**src/rtl/seq_add_pkg.sv**
```systemverilog
// rtl/seq_add_pkg.sv - shared FSM encoding and counter sizing for the multi-word add sequencer

package seq_add_pkg;

    typedef enum logic [1:0] {
        IDLE = 2'd0,
        RUN  = 2'd1,
        DONE = 2'd2
    } state_t;

    // Word counter width: clog2 of the word count, never narrower than one bit.
    function automatic int cnt_width(input int words);
        return (words > 1) ? $clog2(words) : 1;
    endfunction

endpackage

```
**src/rtl/multi_bit_full_adder.sv**
```systemverilog
// rtl/multi_bit_full_adder.sv - N-bit ripple adder with carry in and carry out

module multi_bit_full_adder #(
    parameter int N = 8
) (
    input  logic [N-1:0] a,
    input  logic [N-1:0] b,
    input  logic         carry_in,
    output logic [N-1:0] sum,
    output logic         carry_out
);

    assign {carry_out, sum} = {1'b0, a} + {1'b0, b} + {{N{1'b0}}, carry_in};

endmodule

```
**src/rtl/multi_word_add_sequencer.sv**
```systemverilog
// rtl/multi_word_add_sequencer.sv - word-serial wide adder over one shared N-bit adder
// Optional signed overflow flag enabled by macro SEQ_ADD_OVERFLOW_EN.

module multi_word_add_sequencer
    import seq_add_pkg::*;
#(
    parameter int N     = 8,
    parameter int WORDS = 4
) (
    input  logic               input_clock,
    input  logic               input_reset,
    input  logic               input_start_valid,
    output logic               output_start_ready,
    input  logic [N*WORDS-1:0] input_a,
    input  logic [N*WORDS-1:0] input_b,
    input  logic               input_carry,
    output logic [N*WORDS-1:0] output_sum,
    output logic               output_carry,
    output logic               output_overflow,
    output logic               output_done_valid,
    input  logic               input_done_ready
);

    localparam int CW = cnt_width(WORDS);

    state_t          state;
    state_t          state_next;
    logic [CW-1:0]   cnt;
    logic            run_carry;
    logic            carry_q;
    logic            last_word;
    logic [N-1:0]    a_words   [WORDS];
    logic [N-1:0]    b_words   [WORDS];
    logic [N-1:0]    sum_words [WORDS];
    logic [N-1:0]    add_a;
    logic [N-1:0]    add_b;
    logic [N-1:0]    add_sum;
    logic            add_cout;

    assign last_word = (cnt == CW'(WORDS - 1));
    assign add_a     = a_words[cnt];
    assign add_b     = b_words[cnt];

    multi_bit_full_adder #(.N(N)) u_adder (
        .a         (add_a),
        .b         (add_b),
        .carry_in  (run_carry),
        .sum       (add_sum),
        .carry_out (add_cout)
    );

    always_ff @(posedge input_clock) begin
        if (input_reset) begin
            state     <= IDLE;
            cnt       <= '0;
            run_carry <= 1'b0;
            carry_q   <= 1'b0;
            for (int i = 0; i < WORDS; i++) begin
                sum_words[i] <= '0;
                a_words[i]   <= '0;
                b_words[i]   <= '0;
            end
        end else begin
            state <= state_next;
            case (state)
                IDLE: begin
                    if (input_start_valid) begin
                        for (int i = 0; i < WORDS; i++) begin
                            a_words[i] <= input_a[i*N +: N];
                            b_words[i] <= input_b[i*N +: N];
                        end
                        cnt       <= '0;
                        run_carry <= input_carry;
                    end
                end
                RUN: begin
                    sum_words[cnt] <= add_sum;
                    run_carry      <= add_cout;
                    cnt            <= cnt + CW'(1);
                    if (last_word) begin
                        carry_q <= add_cout;
                    end
                end
                default: ;
            endcase
        end
    end

`ifdef SEQ_ADD_OVERFLOW_EN
    logic ovf_q;

    // Carry into the MSB is recovered from the MSB sum bit and its operand bits.
    always_ff @(posedge input_clock) begin
        if (input_reset) begin
            ovf_q <= 1'b0;
        end else if (state == RUN && last_word) begin
            ovf_q <= add_a[N-1] ^ add_b[N-1] ^ add_sum[N-1] ^ add_cout;
        end
    end

    assign output_overflow = ovf_q;
`else
    assign output_overflow = 1'b0;
`endif

    always_comb begin
        state_next         = state;
        output_start_ready = 1'b0;
        output_done_valid  = 1'b0;
        case (state)
            IDLE: begin
                output_start_ready = 1'b1;
                if (input_start_valid) begin
                    state_next = RUN;
                end
            end
            RUN: begin
                if (last_word) begin
                    state_next = DONE;
                end
            end
            DONE: begin
                output_done_valid = 1'b1;
                if (input_done_ready) begin
                    state_next = IDLE;
                end
            end
            default: state_next = IDLE;
        endcase
    end

    for (genvar g = 0; g < WORDS; g++) begin : g_sum
        assign output_sum[g*N +: N] = sum_words[g];
    end

    assign output_carry = carry_q;

endmodule

```
**config.mk**
```make
export PLATFORM = sky130hd
export DESIGN_NAME = multi_word_add_sequencer
export DESIGN_NICKNAME = d
export VERILOG_FILES = /design/src/rtl/seq_add_pkg.sv /design/src/rtl/multi_bit_full_adder.sv /design/src/rtl/multi_word_add_sequencer.sv
export SDC_FILE = /design/constraint.sdc
export NUM_CORES = 1
export LEC_CHECK = 0
export ABC_AREA = 0
export CAP_MARGIN = 20
export CELL_PAD_IN_SITES_DETAIL_PLACEMENT = 0
export CELL_PAD_IN_SITES_GLOBAL_PLACEMENT = 2
export CORE_UTILIZATION = 34
export CTS_CLUSTER_SIZE = 20
export DETAILED_ROUTE_END_ITERATION = 10
export GPL_TIMING_DRIVEN = 0
export PLACE_DENSITY_LB_ADDON = 0.05
export SLEW_MARGIN = 20
export SYNTH_ARGS = -nofsm -noshare
export SYNTH_HDL_FRONTEND = slang
export SYNTH_SLANG_ARGS = --single-unit
export TNS_END_PERCENT = 10
```
**constraint.sdc**
```tcl
create_clock -name input_clock -period 4.5 [get_ports input_clock]
set_input_delay 0.9 -clock input_clock [delete_from_list [all_inputs] [get_ports input_clock]]
set_output_delay 0.9 -clock input_clock [all_outputs]
set_load 0.02 [all_outputs]
```
==> impl_metrics.json, run 1 <==
{
  "stdcell_area_um2": 6150,
  "required_ns": 4.56,
  "path_max_fanout": 10,
  "max-slew-margin-rel_pct": 43.1,
  "power.density_nw_per_um2": 369,
  "p_sw_share_pct": 23.8,
  "period_share_pct": 82.0,
  "clkPwrFrac_pct": 33.4,
  "dp_hpwl_um": 6920,
  "avgRoutedWirePerCell_um": 15.3,
  "synth_top_area_cell": "edfxtp_1",
  "grt_overflow": 0,
  "rsz0062_at_grt": "no",
  "cts_buffers": 9,
  "grt_pass1_vias": 2813,
  "grt_util_all_layers_pct": 14.4,
  "cts_setup_buffers": 0,
  "max_freq_ghz": 0.271,
  "drt_wl_total_um": 9280,
  "via_per_inst": 4.56,
  "arrival_ns": 3.75,
  "min_from": "output_carry",
  "period_needed_ns": 3.69,
  "switchingPower_uw": 539,
  "synthArstFlopShare_pct": 0,
  "gp_congestion": 0.784,
  "n_antenna_cell": 0,
  "drt_iter0_drc": 137,
  "syn-num-nets": 391,
  "synthTopCellsByCount": "96 x edfxtp_1, 65 x and2_1, 39 x nor2_1, 16 x mux4_2, 9 x clkbuf_1",
  "timing_hold_violations_final": 0,
  "yosysSeqAreaShare_pct": 66.5,
  "status": "complete, no violations",
  "end_kind": "flop",
  "die_y_um": 118,
  "clockBufferDepth": 2,
  "postSynthRegisterBits": 104,
  "ir_drop_v": 0.000152,
  "postCtsResizedCells": 0,
  "vias": 2775,
  "synth_edf_count": 96,
  "yosysMostFrequentCell": "edfxtp_1",
  "yosysTopAreaCellShare_pct": 63.0,
  "num_rows": 42,
  "initial_core_util_pct": 34.7,
  "clk_latency_ns": 0.34,
  "io_buffers": 103,
  "layout_setup_ws_ns": 0.812,
  "tns_ns": 0,
  "avgSynthCellArea_um2": 14.7,
  "cts-root-buf": "clkbuf_16",
  "synth.area.top_cells": "edfxtp_1 63%, and2_1 8.9%, mux4_2 7.9%",
  "cts_sinks": 104,
  "firstDrtPassIters": 4,
  "cts_tree": "done",
  "drv_cap": 0,
  "finalNetCount": 506,
  "die-area_um2": 13900,
  "grt_start_max_net_pins": 59,
  "grt_pass1_wl_um": 14900,
  "synthesis.area_um2": 4570,
  "cts_htree_levels": 3,
  "drc": 0,
  "postPlaceCellArea_um2": 5860,
  "hold_path_class": "reg -> reg",
  "drive_gt1_share_pct": 10.2,
  "clk_pin_slew_ns": 0.07,
  "antenna_found_initial": 0,
  "ios": 105,
  "power_leakage_uw": 0.00228,
  "hold_buffers": 0,
  "slew_viol_final": 0,
  "finalPower_uw": 2270,
  "power_frac_comb_pct": 16.1,
  "syn_inst": 312,
  "startpoint_type": "flop",
  "final_antenna_net_count": 0,
  "area_growth_syn_to_layout_pct": 34.4,
  "pre_cts_ws_ns": 0.759,
  "setup_violations": 0,
  "finClkSkew_ns": 0.00445,
  "critPathKind": "reg -> reg",
  "synth_warnings": 0,
  "intPower_uw": 1730,
  "synth-main-ff-cell": "edfxtp_1",
  "fp.coreArea_um2": 13200,
  "worst_pin_slew_ns": 0.846,
  "synth.distinct_cells": 42,
  "p_seq_share_pct": 50.5,
  "die_w_um": 118
}
state kept, by name (all words and copies together), names as in the netlist, named ones only:
register,cells
a_words,32
b_words,32
cnt,2
output_carry,1
run_carry,1
state,2
sum_words,32
per-layer routing:
layer  wire, µm  global-route usage [%]  vias up  part of all wire, %
li1           -                       -     1366                    -
met1       4180                    17.6     1315                   45
met2       4590                    24.7       87                   49
met3        390                    3.39        7                  4.2
met4        115                    5.05        0                  1.2
met5          0                       0        -                    0
through the flow:
stage,util (%),std cells,hold slack (ns)
final,46.6,608,0.503
after global routing,46.6,608,0.532
after CTS,46.6,608,0.505
after detailed placement,44.4,592,0.496
after global placement,44.2,591,0.493
after floorplan,-,312,0.522
area by class of cell:
type	count	area [µm²]
plain buffers	15	66.3
clock buffers	10	229
clock inverters	6	60.1
fillers	1219	7040
inverters	5	18.8
multi-input cells	188	1450
flip-flops and latches	104	3040
well taps	176	220
repair buffers	104	1060
cell families (layout without fill, tap and decap cells):
family | count (synthesis) | count (layout) | share of synthesized area [%]
other | 1 | 1 | 0.0820
AOI/OAI and AO/OA | 32 | 32 | 4.76
xor gates and xnor gates | 4 | 4 | 0.766
buffers and inverters | 20 | 140 | 1.86
muxes | 17 | 17 | 8.10
adders and majority gates | 10 | 10 | 3.06
DFF | 104 | 104 | 66.5
and+or+nand+nor | 124 | 124 | 14.8
power by group through the flow:
| stage | Clock, µW | Combinational, µW | Sequential, µW |
|---|---|---|---|
| after floorplan | 0 | 178 | 1190 |
| after global routing | 812 | 402 | 1150 |
| final | 757 | 365 | 1140 |
| after CTS | 771 | 374 | 1150 |
| after global placement | 0 | 367 | 1170 |
| after detailed placement | 0 | 372 | 1170 |
critical path, cell delays in order (launching register included):
cell and delay, ns:
dfxtp_1 0.31, clkbuf_1 0.34, clkbuf_1 0.58, mux4_2 0.44, ha_1 0.38, a211oi_1 0.39, nor4b_1 0.11, nor4_1 0.75
nor2_1 0.12
worst paths after layout:
path | endpoint | slack [ns] | cells past startpoint
setup / recovery | sum_words[1][6] | 0.81 | 8
hold / removal | output_carry | 0.50 | 2
setup reg to reg | sum_words[1][6] | 0.81 | 8
hold reg to reg | output_carry | 0.50 | 2
layout by cell type (no fill, tap or decap), types with 2 or more instances in the layout:
cell             Yosys  routed
o21ai_0              6       6
nor2_1              39      39
clkbuf_1             9      10
nand2_1              3       3
and2_1              65      65
xor2_1               2       2
ha_1                 8       8
clkdlybuf4s50_1      0     103
inv_1                5       5
xnor2_1              2       2
o211a_1              2       2
nand2b_1             4       3
a21o_1               2       2
fa_1                 2       2
dfxtp_1              8       8
clkinvlp_4           0       2
a21oi_1              8       8
clkinv_2             0       3
nor2b_1              3       3
clkbuf_16            0       9
edfxtp_1            96      96
o211ai_1             2       2
buf_2                5       5
mux4_2              16      16
a211oi_1             4       4
Note: power is estimated with default switching activity, not from simulation.
==> inputs of run 2 (changes only) <==
==> constraint.sdc (replaced) <==
create_clock -name input_clock -period 3.5 [get_ports input_clock]
set_input_delay 0.7 -clock input_clock [delete_from_list [all_inputs] [get_ports input_clock]]
set_output_delay 0.7 -clock input_clock [all_outputs]
set_load 0.02 [all_outputs]
==> run 2 against run 1 <==
Effect of this change: non-clock buffer count increased by 1; total power increased by 29%; design area increased by 0.45%; cell count increased by 0.16%; register-to-register slack got worse by 0.55 ns; worst setup slack got worse by 0.55 ns; count of clock-buffer cells in the layout unchanged; first-iteration DRC count decreased by 2.2%; critical path type unchanged.
==> impl_metrics.json, run 2 (synthesis results as in run 1) <==
{
  "status": "complete, no violations",
  "reg.largest.list": "a_words (32), b_words (32), sum_words (32)",
  "critPathKind": "reg -> reg",
  "dp_hpwl_um": 6920,
  "whs_path_depth": 2,
  "cts_htree_levels": 3,
  "cts_buffers": 9,
  "setup_violations": 0,
  "max_freq_ghz": 0.308,
  "grt_pass1_wl_um": 14900,
  "fp.coreArea_um2": 13200,
  "period_share_pct": 92.7,
  "cts_sinks": 104,
  "die-area_um2": 13900,
  "grt_overflow": 0,
  "drive_gt1_share_pct": 11.3,
  "drt_iter0_drc": 134,
  "num_rows": 42,
  "firstDrtPassIters": 4,
  "grt_util_all_layers_pct": 14.4,
  "area_growth_syn_to_layout_pct": 35.0,
  "grt_start_max_net_pins": 59,
  "ios": 105,
  "stdcell_area_um2": 6180,
  "postPlaceCellArea_um2": 5860,
  "startpoint_type": "flop",
  "via_per_inst": 4.55,
  "max-slew-margin-rel_pct": 50.5,
  "end_kind": "flop",
  "hold_path_class": "reg -> reg",
  "period_needed_ns": 3.24,
  "grt_pass1_vias": 2829,
  "vias": 2769,
  "drt_wl_total_um": 9330,
  "clk_pin_slew_ns": 0.06,
  "clockBufferDepth": 2,
  "holdWs_ns": 0.503,
  "n_antenna_cell": 0,
  "clk_latency_ns": 0.34,
  "initial_core_util_pct": 34.7,
  "finalNetCount": 507,
  "hold_buffers": 0,
  "final_antenna_net_count": 0,
  "power.density_nw_per_um2": 474,
  "rsz0062_at_grt": "no",
  "r2r_cells": 9,
  "ir_drop_v": 0.000196,
  "timing_hold_violations_final": 0,
  "worst_pin_slew_ns": 0.739,
  "layout_commonest_cell": "clkdlybuf4s50_1",
  "die_y_um": 118,
  "avgRoutedWirePerCell_um": 15.3,
  "path_max_fanout": 7,
  "finClkSkew_ns": 0.00513,
  "cts_tree": "done",
  "drv_cap": 0,
  "required_ns": 3.59,
  "layout_common_cells": "103 x clkdlybuf4s50_1, 96 x edfxtp_1, 65 x and2_1",
  "io_buffers": 103,
  "die_w_um": 118,
  "slew_viol_final": 0,
  "antenna_found_initial": 0,
  "cts-root-buf": "clkbuf_16",
  "power_leakage_uw": 0.00229,
  "gp_congestion": 0.784,
  "arrival_ns": 3.33,
  "fillers": 1222,
  "drc": 0
}
-- run 2: changes by cell type in the layout (fill, tap and decap cells not counted), sizes merged --
cell,previous run,this run
buf,7,8
-- run 2: metal layers --
| metal | vias to the layer above | track usage (%) | share of wire, % |
|---|---|---|---|
| met1 | 1314 | 17.5 | 45 |
| met2 | 82 | 24.9 | 50 |
| met5 | - | 0 | 0 |
| li1 | 1367 | - | - |
| met3 | 6 | 3.39 | 4.1 |
| met4 | 0 | 5.05 | 1.2 |
-- run 2: what timing repair did --
item	CTS	global route
endpoints found under the setup margin	4	6
gates resized for setup	2	2
pin swaps	1	0
gates cloned	0	0
buffers inserted	1	0
-- run 2: power breakdown --
group | switching [µW] | internal, µW | leakage (µW)
clock network | 422 | 550 | 0.000138
registers | 23.3 | 1450 | 0.00109
logic | 253 | 233 | 0.00106
total | 698 | 2230 | 0.00229
-- run 2: path summary, 6_finish.rpt --
check / slack [ns] / start / to
hold / removal: 0.50 / output_carry / output_carry
setup / recovery: 0.26 / flop / sum_words[2][6]
setup reg to reg: 0.26 / flop / sum_words[2][6]
hold reg to reg: 0.50 / output_carry / output_carry
-- run 2: layout make-up --
class	count	area (µm²)	area share [%]
plain buffers	15	67.6	1.09
repair buffers	105	1070	17.3
clock buffers	10	229	3.71
inverters	5	18.8	0.304
multi-input cells	188	1470	23.8
clock inverters	6	60.1	0.972
well taps	176	220	3.57
flip-flops and latches	104	3040	49.3
-- run 2: critical path, stage by stage (launching register included) --
cell	delay, ns
dfxtp_1	0.30
buf_2	0.24
mux4_2	0.56
fa_1	0.46
fa_1	0.46
a211oi_2	0.34
nor4b_1	0.11
nor4_2	0.28
buf_4	0.18
nor2_1	0.05
-- run 2: stage by stage --
stage	total power (µW)	std cells	setup slack, ns	TNS (ns)	utilization [%]
final	2930	609	0.257	0	46.8
after global routing	3060	609	0.0153	0	46.8
after CTS	2960	609	0.151	0	46.7
after detailed placement	1980	592	-0.241	-0.873	44.4
after global placement	1980	591	-0.927	-60.25	44.2
after floorplan	1760	312	0.378	0	-
